[config.mk]
export PLATFORM = sky130hd
export DESIGN_NAME = mem_access_unit_flat
export DESIGN_NICKNAME = d
export VERILOG_FILES = /design/src/rtl/mem_access_unit_if.sv /design/src/rtl/mem_access_unit.sv /design/src/flat_wrapper.sv
export SDC_FILE = /design/constraint.sdc
export NUM_CORES = 1
export LEC_CHECK = 0
export ABC_CLOCK_PERIOD_IN_PS = 2700
export BUFFER_PORTS_ARGS = -buffer_cell sky130_fd_sc_hd__clkbuf_2
export CORE_UTILIZATION = 52
export DETAILED_ROUTE_END_ITERATION = 10
export PLACE_DENSITY_LB_ADDON = 0.25
export SYNTH_ARGS = -nofsm -noshare
export SYNTH_HDL_FRONTEND = slang
export SYNTH_SLANG_ARGS = --single-unit
export TNS_END_PERCENT = 30
[constraint.sdc]
create_clock -name clk -period 2.7 [get_ports clk]
set_input_delay 0.27 -clock clk [delete_from_list [all_inputs] [get_ports clk]]
set_output_delay 0.27 -clock clk [all_outputs]
set_load 0.01 [all_outputs]
[src/rtl/mem_access_unit_if.sv]
// Bus bundle between a CPU-side requester, the memory access unit and a data memory.
interface mem_access_unit_if #(parameter int ADDR_W = 10);
   logic              req;
   logic              we;
   logic [1:0]        size;
   logic              sign_ext;
   logic [ADDR_W-1:0] addr;
   logic [31:0]       wdata;
   logic              ready;
   logic              done;
   logic [31:0]       rdata;
   logic              err;
   logic              mem_WE;
   logic [31:0]       mem_WD;
   logic [ADDR_W-1:0] mem_Address;
   logic [31:0]       mem_RD;

   modport slave (
      input  req, we, size, sign_ext, addr, wdata, mem_RD,
      output ready, done, rdata, err, mem_WE, mem_WD, mem_Address
   );

   modport master (
      output req, we, size, sign_ext, addr, wdata, mem_RD,
      input  ready, done, rdata, err, mem_WE, mem_WD, mem_Address
   );
endinterface

[src/rtl/mem_access_unit.sv]
// Byte/halfword/word load-store unit over a word-wide memory; sub-word stores use read-merge-write.
// Optional misalignment trap enabled by defining MEM_MISALIGN_TRAP_EN.
module mem_access_unit #(parameter int ADDR_W = 10) (
   input logic             clk,
   input logic             rst_n,
   mem_access_unit_if.slave bus
);
   typedef enum logic [1:0] {IDLE, ACCESS, MERGE, RESP} state_t;

   state_t            state_r, state_s;
   logic              we_r, sign_r, mis_r, mis_s, cap_s;
   logic [1:0]        size_r;
   logic [1:0]        off_r;
   logic [31:0]       wdata_r;
   logic              ready_r, ready_s, done_r, done_s, err_r, err_s, mem_we_r, mem_we_s;
   logic [31:0]       rdata_r, rdata_s, mem_wd_r, mem_wd_s;
   logic [ADDR_W-1:0] mem_addr_r, mem_addr_s;

   function automatic logic [31:0] load_ext(input logic [31:0] rd, input logic [1:0] sz,
                                            input logic [1:0] off, input logic sx);
      logic [7:0]  b;
      logic [15:0] h;
      b = rd[{off, 3'b000} +: 8];
      h = rd[{off[1], 4'b0000} +: 16];
      case (sz)
         2'b00:   load_ext = {{24{sx & b[7]}}, b};
         2'b01:   load_ext = {{16{sx & h[15]}}, h};
         default: load_ext = rd;
      endcase
   endfunction

   function automatic logic [31:0] merge_lane(input logic [31:0] rd, input logic [31:0] wd,
                                              input logic [1:0] sz, input logic [1:0] off);
      logic [31:0] r;
      r = rd;
      case (sz)
         2'b00:   r[{off, 3'b000} +: 8]    = wd[7:0];
         2'b01:   r[{off[1], 4'b0000} +: 16] = wd[15:0];
         default: r = wd;
      endcase
      return r;
   endfunction

`ifdef MEM_MISALIGN_TRAP_EN
   assign mis_s = ((bus.size == 2'b01) & bus.addr[0]) | (bus.size[1] & (bus.addr[1:0] != 2'b00));
`else
   assign mis_s = 1'b0;
`endif

   // Next state and next values of every registered output
   always_comb begin
      state_s    = state_r;
      cap_s      = 1'b0;
      ready_s    = 1'b0;
      done_s     = 1'b0;
      mem_we_s   = 1'b0;
      mem_wd_s   = 32'h0000_0000;
      mem_addr_s = '0;
      rdata_s    = rdata_r;
      err_s      = err_r;
      case (state_r)
         IDLE: begin
            if (bus.req && ready_r) begin
               state_s    = ACCESS;
               cap_s      = 1'b1;
               err_s      = 1'b0;
               mem_addr_s = {bus.addr[ADDR_W-1:2], 2'b00};
               if (bus.we && bus.size[1] && !mis_s) begin
                  mem_we_s = 1'b1;
                  mem_wd_s = bus.wdata;
               end else begin
                  mem_we_s = 1'b0;
               end
            end else begin
               ready_s = 1'b1;
            end
         end
         ACCESS: begin
            if (mis_r) begin
               state_s = RESP;
               done_s  = 1'b1;
               err_s   = 1'b1;
            end else if (we_r && !size_r[1]) begin
               // Merged word is built from the read data sampled now and written in MERGE
               state_s    = MERGE;
               mem_we_s   = 1'b1;
               mem_addr_s = mem_addr_r;
               mem_wd_s   = merge_lane(bus.mem_RD, wdata_r, size_r, off_r);
            end else begin
               state_s = RESP;
               done_s  = 1'b1;
               if (!we_r) begin
                  rdata_s = load_ext(bus.mem_RD, size_r, off_r, sign_r);
               end else begin
                  rdata_s = rdata_r;
               end
            end
         end
         MERGE: begin
            state_s = RESP;
            done_s  = 1'b1;
         end
         RESP: begin
            state_s = IDLE;
            ready_s = 1'b1;
         end
         default: begin
            state_s = IDLE;
            ready_s = 1'b1;
         end
      endcase
   end

   // State and output registers
   always_ff @(posedge clk or negedge rst_n) begin
      if (!rst_n) begin
         state_r    <= IDLE;
         ready_r    <= 1'b1;
         done_r     <= 1'b0;
         rdata_r    <= 32'h0000_0000;
         err_r      <= 1'b0;
         mem_we_r   <= 1'b0;
         mem_wd_r   <= 32'h0000_0000;
         mem_addr_r <= '0;
      end else begin
         state_r    <= state_s;
         ready_r    <= ready_s;
         done_r     <= done_s;
         rdata_r    <= rdata_s;
         err_r      <= err_s;
         mem_we_r   <= mem_we_s;
         mem_wd_r   <= mem_wd_s;
         mem_addr_r <= mem_addr_s;
      end
   end

   // Request capture at acceptance
   always_ff @(posedge clk or negedge rst_n) begin
      if (!rst_n) begin
         we_r    <= 1'b0;
         sign_r  <= 1'b0;
         mis_r   <= 1'b0;
         size_r  <= 2'b00;
         off_r   <= 2'b00;
         wdata_r <= 32'h0000_0000;
      end else if (cap_s) begin
         we_r    <= bus.we;
         sign_r  <= bus.sign_ext;
         mis_r   <= mis_s;
         size_r  <= bus.size;
         off_r   <= bus.addr[1:0];
         wdata_r <= bus.wdata;
      end
   end

   assign bus.ready       = ready_r;
   assign bus.done        = done_r;
   assign bus.rdata       = rdata_r;
   assign bus.mem_WE      = mem_we_r;
   assign bus.mem_WD      = mem_wd_r;
   assign bus.mem_Address = mem_addr_r;
`ifdef MEM_MISALIGN_TRAP_EN
   assign bus.err         = err_r;
`else
   assign bus.err         = 1'b0;
`endif
endmodule
[src/flat_wrapper.sv]
// flat-port wrapper written by rule: the top's interface ports become plain ports
module mem_access_unit_flat 
#(parameter int ADDR_W = 10)
  (clk, rst_n, bus_req, bus_we, bus_size, bus_sign_ext, bus_addr, bus_wdata, bus_mem_RD, bus_ready, bus_done, bus_rdata, bus_err, bus_mem_WE, bus_mem_WD, bus_mem_Address);
  mem_access_unit_if #(.ADDR_W(ADDR_W)) bus_i ();
  input logic clk;
  input logic rst_n;
  input wire logic [$bits(bus_i.req)-1:0] bus_req;
  input wire logic [$bits(bus_i.we)-1:0] bus_we;
  input wire logic [$bits(bus_i.size)-1:0] bus_size;
  input wire logic [$bits(bus_i.sign_ext)-1:0] bus_sign_ext;
  input wire logic [$bits(bus_i.addr)-1:0] bus_addr;
  input wire logic [$bits(bus_i.wdata)-1:0] bus_wdata;
  input wire logic [$bits(bus_i.mem_RD)-1:0] bus_mem_RD;
  output wire logic [$bits(bus_i.ready)-1:0] bus_ready;
  output wire logic [$bits(bus_i.done)-1:0] bus_done;
  output wire logic [$bits(bus_i.rdata)-1:0] bus_rdata;
  output wire logic [$bits(bus_i.err)-1:0] bus_err;
  output wire logic [$bits(bus_i.mem_WE)-1:0] bus_mem_WE;
  output wire logic [$bits(bus_i.mem_WD)-1:0] bus_mem_WD;
  output wire logic [$bits(bus_i.mem_Address)-1:0] bus_mem_Address;
  assign bus_i.req = bus_req;
  assign bus_i.we = bus_we;
  assign bus_i.size = bus_size;
  assign bus_i.sign_ext = bus_sign_ext;
  assign bus_i.addr = bus_addr;
  assign bus_i.wdata = bus_wdata;
  assign bus_i.mem_RD = bus_mem_RD;
  assign bus_ready = bus_i.ready;
  assign bus_done = bus_i.done;
  assign bus_rdata = bus_i.rdata;
  assign bus_err = bus_i.err;
  assign bus_mem_WE = bus_i.mem_WE;
  assign bus_mem_WD = bus_i.mem_WD;
  assign bus_mem_Address = bus_i.mem_Address;
  mem_access_unit #(.ADDR_W(ADDR_W)) u_core (.clk(clk), .rst_n(rst_n), .bus(bus_i));
endmodule
# Word-level counts from Yosys, hierarchy flattened
# Index checks and enable logic that the tools add are counted.
# word_totals
ff_bits	117
latch_bits	0
ram_bits	0
mem_bits_ro	0
input_bits	81
output_inout_bits	78
word_cells	61
n_memories	0
# classes
addsub	2
multipliers	0
div_mod_pow	0
magnitude_cmp	0
n_eq_ne	6
n_shift	6
mux	24
n_bitwise	4
reduce_logical	7
# op_table
op	count
32-bit one-hot mux with 2 select lines	3
32-bit two-way mux	3
32-bit bitwise mux	2
16-bit by 7-bit variable shift with 32-bit output (first input constant)	1
8-bit by 7-bit variable shift with 32-bit output (first input constant)	1
16-bit by 7-bit variable part select with 32-bit output	1
32-bit by 6-bit variable part select with 16-bit output	1
32-bit by 6-bit variable part select with 8-bit output	1
8-bit by 7-bit variable part select with 32-bit output	1
10-bit two-way mux	2
10-bit one-hot mux with 2 select lines	1
5-bit negation with 7-bit output	2
1-bit two-way mux	8
2-bit one-hot mux with 4 select lines	1
1-bit one-hot mux with 2 select lines	3
2-bit by 1-bit == test with 1-bit output (second input constant)	2
2-bit == test (second input constant)	2
2-bit zero test	2
1-bit logical AND	3
3-bit AND reduction	1
1-bit bitwise AND	2
2-bit two-way mux	1
2-bit by 1-bit != test with 1-bit output (second input constant)	1
2-bit != test (second input constant)	1
other kinds (2)	3

# Depth between registers and ports, before layout
# logic_depth
word_depth	6
ltp_mapped	8
depth_no_buf	6

# Least setup slack after synthesis
# Ideal clock, no wire load.
# synth_timing
path_type	register -> register
start	register u_core.off_r[1]
end	register u_core.mem_wd_r[13], in the netlist u_core.bus.mem_WD[13]
setup_ns	0.121
t_arrival_ns	1.977
required_time_ns	2.579
path_slack_ns	0.602
stages_incl_launch_ff	9
path_buffers	3
synth_period_minus_slack_ns	2.098
cell_sequence	dfrtp_1 > buf_4 > buf_4 > inv_1 > ha_1 > and3_1 > clkbuf_1 > a221o_1 > a22o_1
# synth_via
elab_chain_cells	6
elab_cells_between_ends	11
classes_between	add/sub (2); shift (4); mux (5)
# synth_lines
item	line_no	rtl
start: declaration	mem_access_unit.sv:13	logic [1:0] off_r;
start signal: assignment	mem_access_unit.sv:151	off_r <= bus.addr[1:0];
5-bit negation with 7-bit output, on equally long branches	mem_access_unit.sv:38, mem_access_unit.sv:37	
16-bit by 7-bit variable part select with 32-bit output (tied with other cells)	mem_access_unit.sv:38	2'b01: r[{off[1], 4'b0000} +: 16] = wd[15:0];
32-bit bitwise mux, on equally long branches	mem_access_unit.sv:38, mem_access_unit.sv:37	
32-bit one-hot mux with 2 select lines (*)	mem_access_unit.sv:36	case (sz)
32-bit two-way mux (*)	mem_access_unit.sv:83	end else if (we_r && !size_r[1]) begin
32-bit one-hot mux with 2 select lines (*)	mem_access_unit.sv:61	case (state_r)
via u_core.mem_wd_s[13]	mem_access_unit.sv:16	logic [31:0] rdata_r, rdata_s, mem_wd_r, mem_wd_s;
end signal: assignment	mem_access_unit.sv:132	mem_wd_r <= mem_wd_s;
end: declaration	mem_access_unit.sv:16	
# Mark *: on every way through the listed nets, which the timed path passes. The rest lies on a longest branch.
# A chain may end at the register's enable or synchronous reset.

# Worst setup path after layout
# layout_timing
start	register u_core.state_r[0]
end	register u_core.mem_wd_r[13], in the netlist u_core.bus.mem_WD[13]
# layout_via
elab_chain_cells	2
elab_cells_between_ends	3
classes_between	eq/ne (1); mux (1); reduce/logical (1)
# layout_lines
item	line_no	rtl
start: declaration	mem_access_unit.sv:10	state_t state_r, state_s;
start signal: assignment	mem_access_unit.sv:126	state_r <= state_s;
2-bit by 1-bit == test with 1-bit output or 2-bit zero test (tied branches)	mem_access_unit.sv:61	
32-bit one-hot mux with 2 select lines (*)	mem_access_unit.sv:61	
via u_core.mem_wd_s[13]	mem_access_unit.sv:16	
# Marks and branches as above.

==> results by group <==
Run status
  • Status: finished clean

Global route
  • Gr ovfl total: 0
  • First-pass GRT wire length: 22900 um
  • Largest net degree at the start of global routing: 53
  • Number of global-route vias before repair: 4397
  • Global-route usage over all layers: 29.6%
  • Initial antenna violation count: 0

Synthesis
  • YS warnings: 0
  • Asr flop ratio synth: 100%
  • Syn Inst Count: 494
  • Synth area leader: dfrtp_1
  • Synth cell types: 43
  • Register area share after synthesis: 47.2%
  • Post-Syn Area per Cell: 10.6 um2
  • Count leader, synth: dfrtp_1
  • Top post-synthesis cells by count: dfrtp_1 (98), nand2_1 (38), mux2_2 (37), a21oi_1 (36), nand3_1 (35)
  • Top cells by area, synth: dfrtp_1 (47%), mux2_2 (7.9%), a22o_1 (5.5%)
  • Synth Cell Area: 5250 um2
  • Dominant synthesized flop cell: dfrtp_1
  • Area share of the largest cell type after synthesis: 46.7%
  • Number of enable flip-flop cells after synthesis: 0
  • Yosys reg bits: 99

Placed design
  • Dpl cells: 752
  • Port Buffers: 155
  • RD Place Congestion: 0.894
  • Half-perimeter wire length after placement: 10900 um
  • Placed Area: 6100 um2

Floorplan
  • Horiz. Die Dim: 102 um
  • Core area: 9770 um2
  • IO Pins: 159
  • Die Span Y: 102 um
  • Die ar.: 10500 um2
  • Row cnt: 36
  • Starting Density: 53.7%

Critical path
  • Critical Path Sink Type: register
  • WS Path Type: reg2reg
  • Max FO, Critical Path: 32
  • Critical Path Source Type: register
  • Arrival time worst endpoint: 2460 ps
  • CP required: 3000 ps

Final layout
  • Fillers: 826
  • Layout area overhead: 19.9%
  • Finished Layout Cells: 769
  • Number of antenna diodes: 0
  • Design Area, Final: 6290 um2
  • Final Util: 64.4%
  • Net count, final: 721
  • Share of layout cells above drive strength 1: 36.0%

Min path
  • Worst min path class: in2reg

Clock tree
  • CTS tree: built
  • Worst skew pair latency: 380 ps
  • TritonCTS Buffers: 9
  • Clock-pin slew on the worst setup and hold paths: 100 ps
  • PostCTS Resize Cnt: 0
  • CTS max path bufs: 2
  • Post-CTS setup buffer count: 0
  • Root Driver: clkbuf_8
  • H-tree depth: 3
  • Post-CTS Hold Fix Bufs: 1
  • Num Clock Sinks: 99

Timing
  • Max Transition Viols Final: 0
  • RSZ-0062 raised after global routing: no
  • Period Utilization, post-route: 79.7%
  • Max Freq: 464 MHz
  • Setup-failing EPs final: 0
  • Post-layout min period: 2150 ps
  • Final Skew: 13.8 ps
  • Slew margin rel.: 52.8%
  • Worst hold slack: 103 ps
  • Worst-margin pin slew: 703 ps
  • Final hold vios: 0
  • Setup TNS Final: 0 ps

Route
  • Total routed wirelength: 15000 um
  • Initial DRC count: 348
  • Drt first pass iters: 5
  • Vias per cell: 6.07
  • Drt wl/cell: 19.5 um
  • Remaining routing DRC violations: 0
  • Vias: 4668
  • Post-route ant nets: 0

Pwr
  • PwrDens: 1040 nW/um2
  • Leakage: 3.10 nW
  • Worst vdd ir: 0.729 mV

Job
  • Max_cap viols: 0
placed cells by master, fill, tap and decap left out, types with 3 or more instances in the layout:
cell type | netlist | final
inv_1 | 6 | 6
nor3_1 | 3 | 3
ha_1 | 9 | 9
nand2b_1 | 6 | 6
nor2b_1 | 4 | 3
mux2i_1 | 24 | 24
a221o_1 | 24 | 24
a22oi_1 | 6 | 6
nand3b_1 | 9 | 9
clkbuf_8 | 0 | 11
and2_1 | 9 | 9
nand2_1 | 38 | 38
clkbuf_2 | 0 | 154
a221oi_1 | 8 | 8
clkinvlp_4 | 0 | 3
a22o_1 | 33 | 33
a32oi_1 | 6 | 6
nand3_1 | 35 | 35
nor2_1 | 8 | 7
mux2_2 | 37 | 37
o21ai_0 | 33 | 33
conb_1 | 1 | 3
a21oi_1 | 36 | 36
dfrtp_1 | 98 | 96
buf_4 | 6 | 10
power by group:
group | switching, W | internal (W) | leakage (nW)
Combinational | 0.00180 | 0.00135 | 1.74
Clock | 0.000521 | 0.000387 | 0.0819
Sequential | 0.000508 | 0.00199 | 1.28
Total | 0.00283 | 0.00373 | 3.10
registers in the layout (all words and copies together) (netlist names):
signal,cells
u_core.bus.done,1
u_core.bus.mem_Address,8
u_core.bus.mem_WD,32
u_core.bus.mem_WE,1
u_core.bus.rdata,32
u_core.bus.ready,1
u_core.off_r,2
u_core.sign_r,1
u_core.size_r,2
u_core.state_r,2
u_core.wdata_r,16
u_core.we_r,1
critical path, stage by stage (launching register included):
cell     delay (ps)
dfrtp_1         410
inv_1           110
ha_1            250
nand3_1         490
nor2_2          240
buf_4           340
a22o_1          210
logic make-up (layout without fill, tap and decap cells):
logic type | count (synthesis) | count (layout) | synth area share (%)
AOI/OAI and AO/OA | 151 | 151 | 21.0
adders and majority gates | 9 | 9 | 2.15
buffers and inverters | 51 | 191 | 4.67
DFF | 99 | 99 | 47.2
muxes | 63 | 63 | 13.2
other | 1 | 3 | 0.0714
and+or+nand+nor | 120 | 120 | 11.7
layout make-up:
type / count / area (um2) / area share [%]
Clock inverter: 3 / 22.5 / 0.358
Multi-Input combinational cell: 346 / 2540 / 40.3
Tap cell: 133 / 166 / 2.64
Sequential cell: 99 / 2480 / 39.4
Timing Repair Buffer: 167 / 896 / 14.2
Inverter: 8 / 30.0 / 0.477
Clock buffer: 13 / 159 / 2.53
layer usage:
layer	up-vias	routed length [um]	track usage, %
met4	0	576	17.4
li1	2120	-	-
met2	245	7030	45.1
met5	-	0	0
met1	2264	6270	39.6
met3	39	1140	5.27
path summary, 6_finish.rpt:
| kind | endpoint | depth (start not counted) | slack, ps | from |
|---|---|---|---|---|
| worst max-delay path | u_core.bus.mem_WD[13] | 6 | 550 | u_core.state_r[0] |
| worst min register to register | u_core.bus.rdata[31] | 2 | 510 | u_core.bus.rdata[31] |
| worst max register to register | u_core.bus.mem_WD[13] | 6 | 550 | u_core.state_r[0] |
| worst min-delay path | u_core.bus.mem_Address[3] | 2 | 100 | bus_addr[3] |
| max in group asynchronous | u_core.bus.rdata[4] | 3 | 1540 | rst_n |
| min in group asynchronous | u_core.bus.mem_WD[20] | 2 | 460 | rst_n |
per-stage QoR:
stage	total power [W]	setup WS, ps
after detailed placement	0.00561	596
after global placement	0.00552	703
after floorplan	0.00461	602
after CTS	0.00653	571
final	0.00656	547
after global routing	0.00697	383
Note: power is estimated with default switching activity, not from simulation.
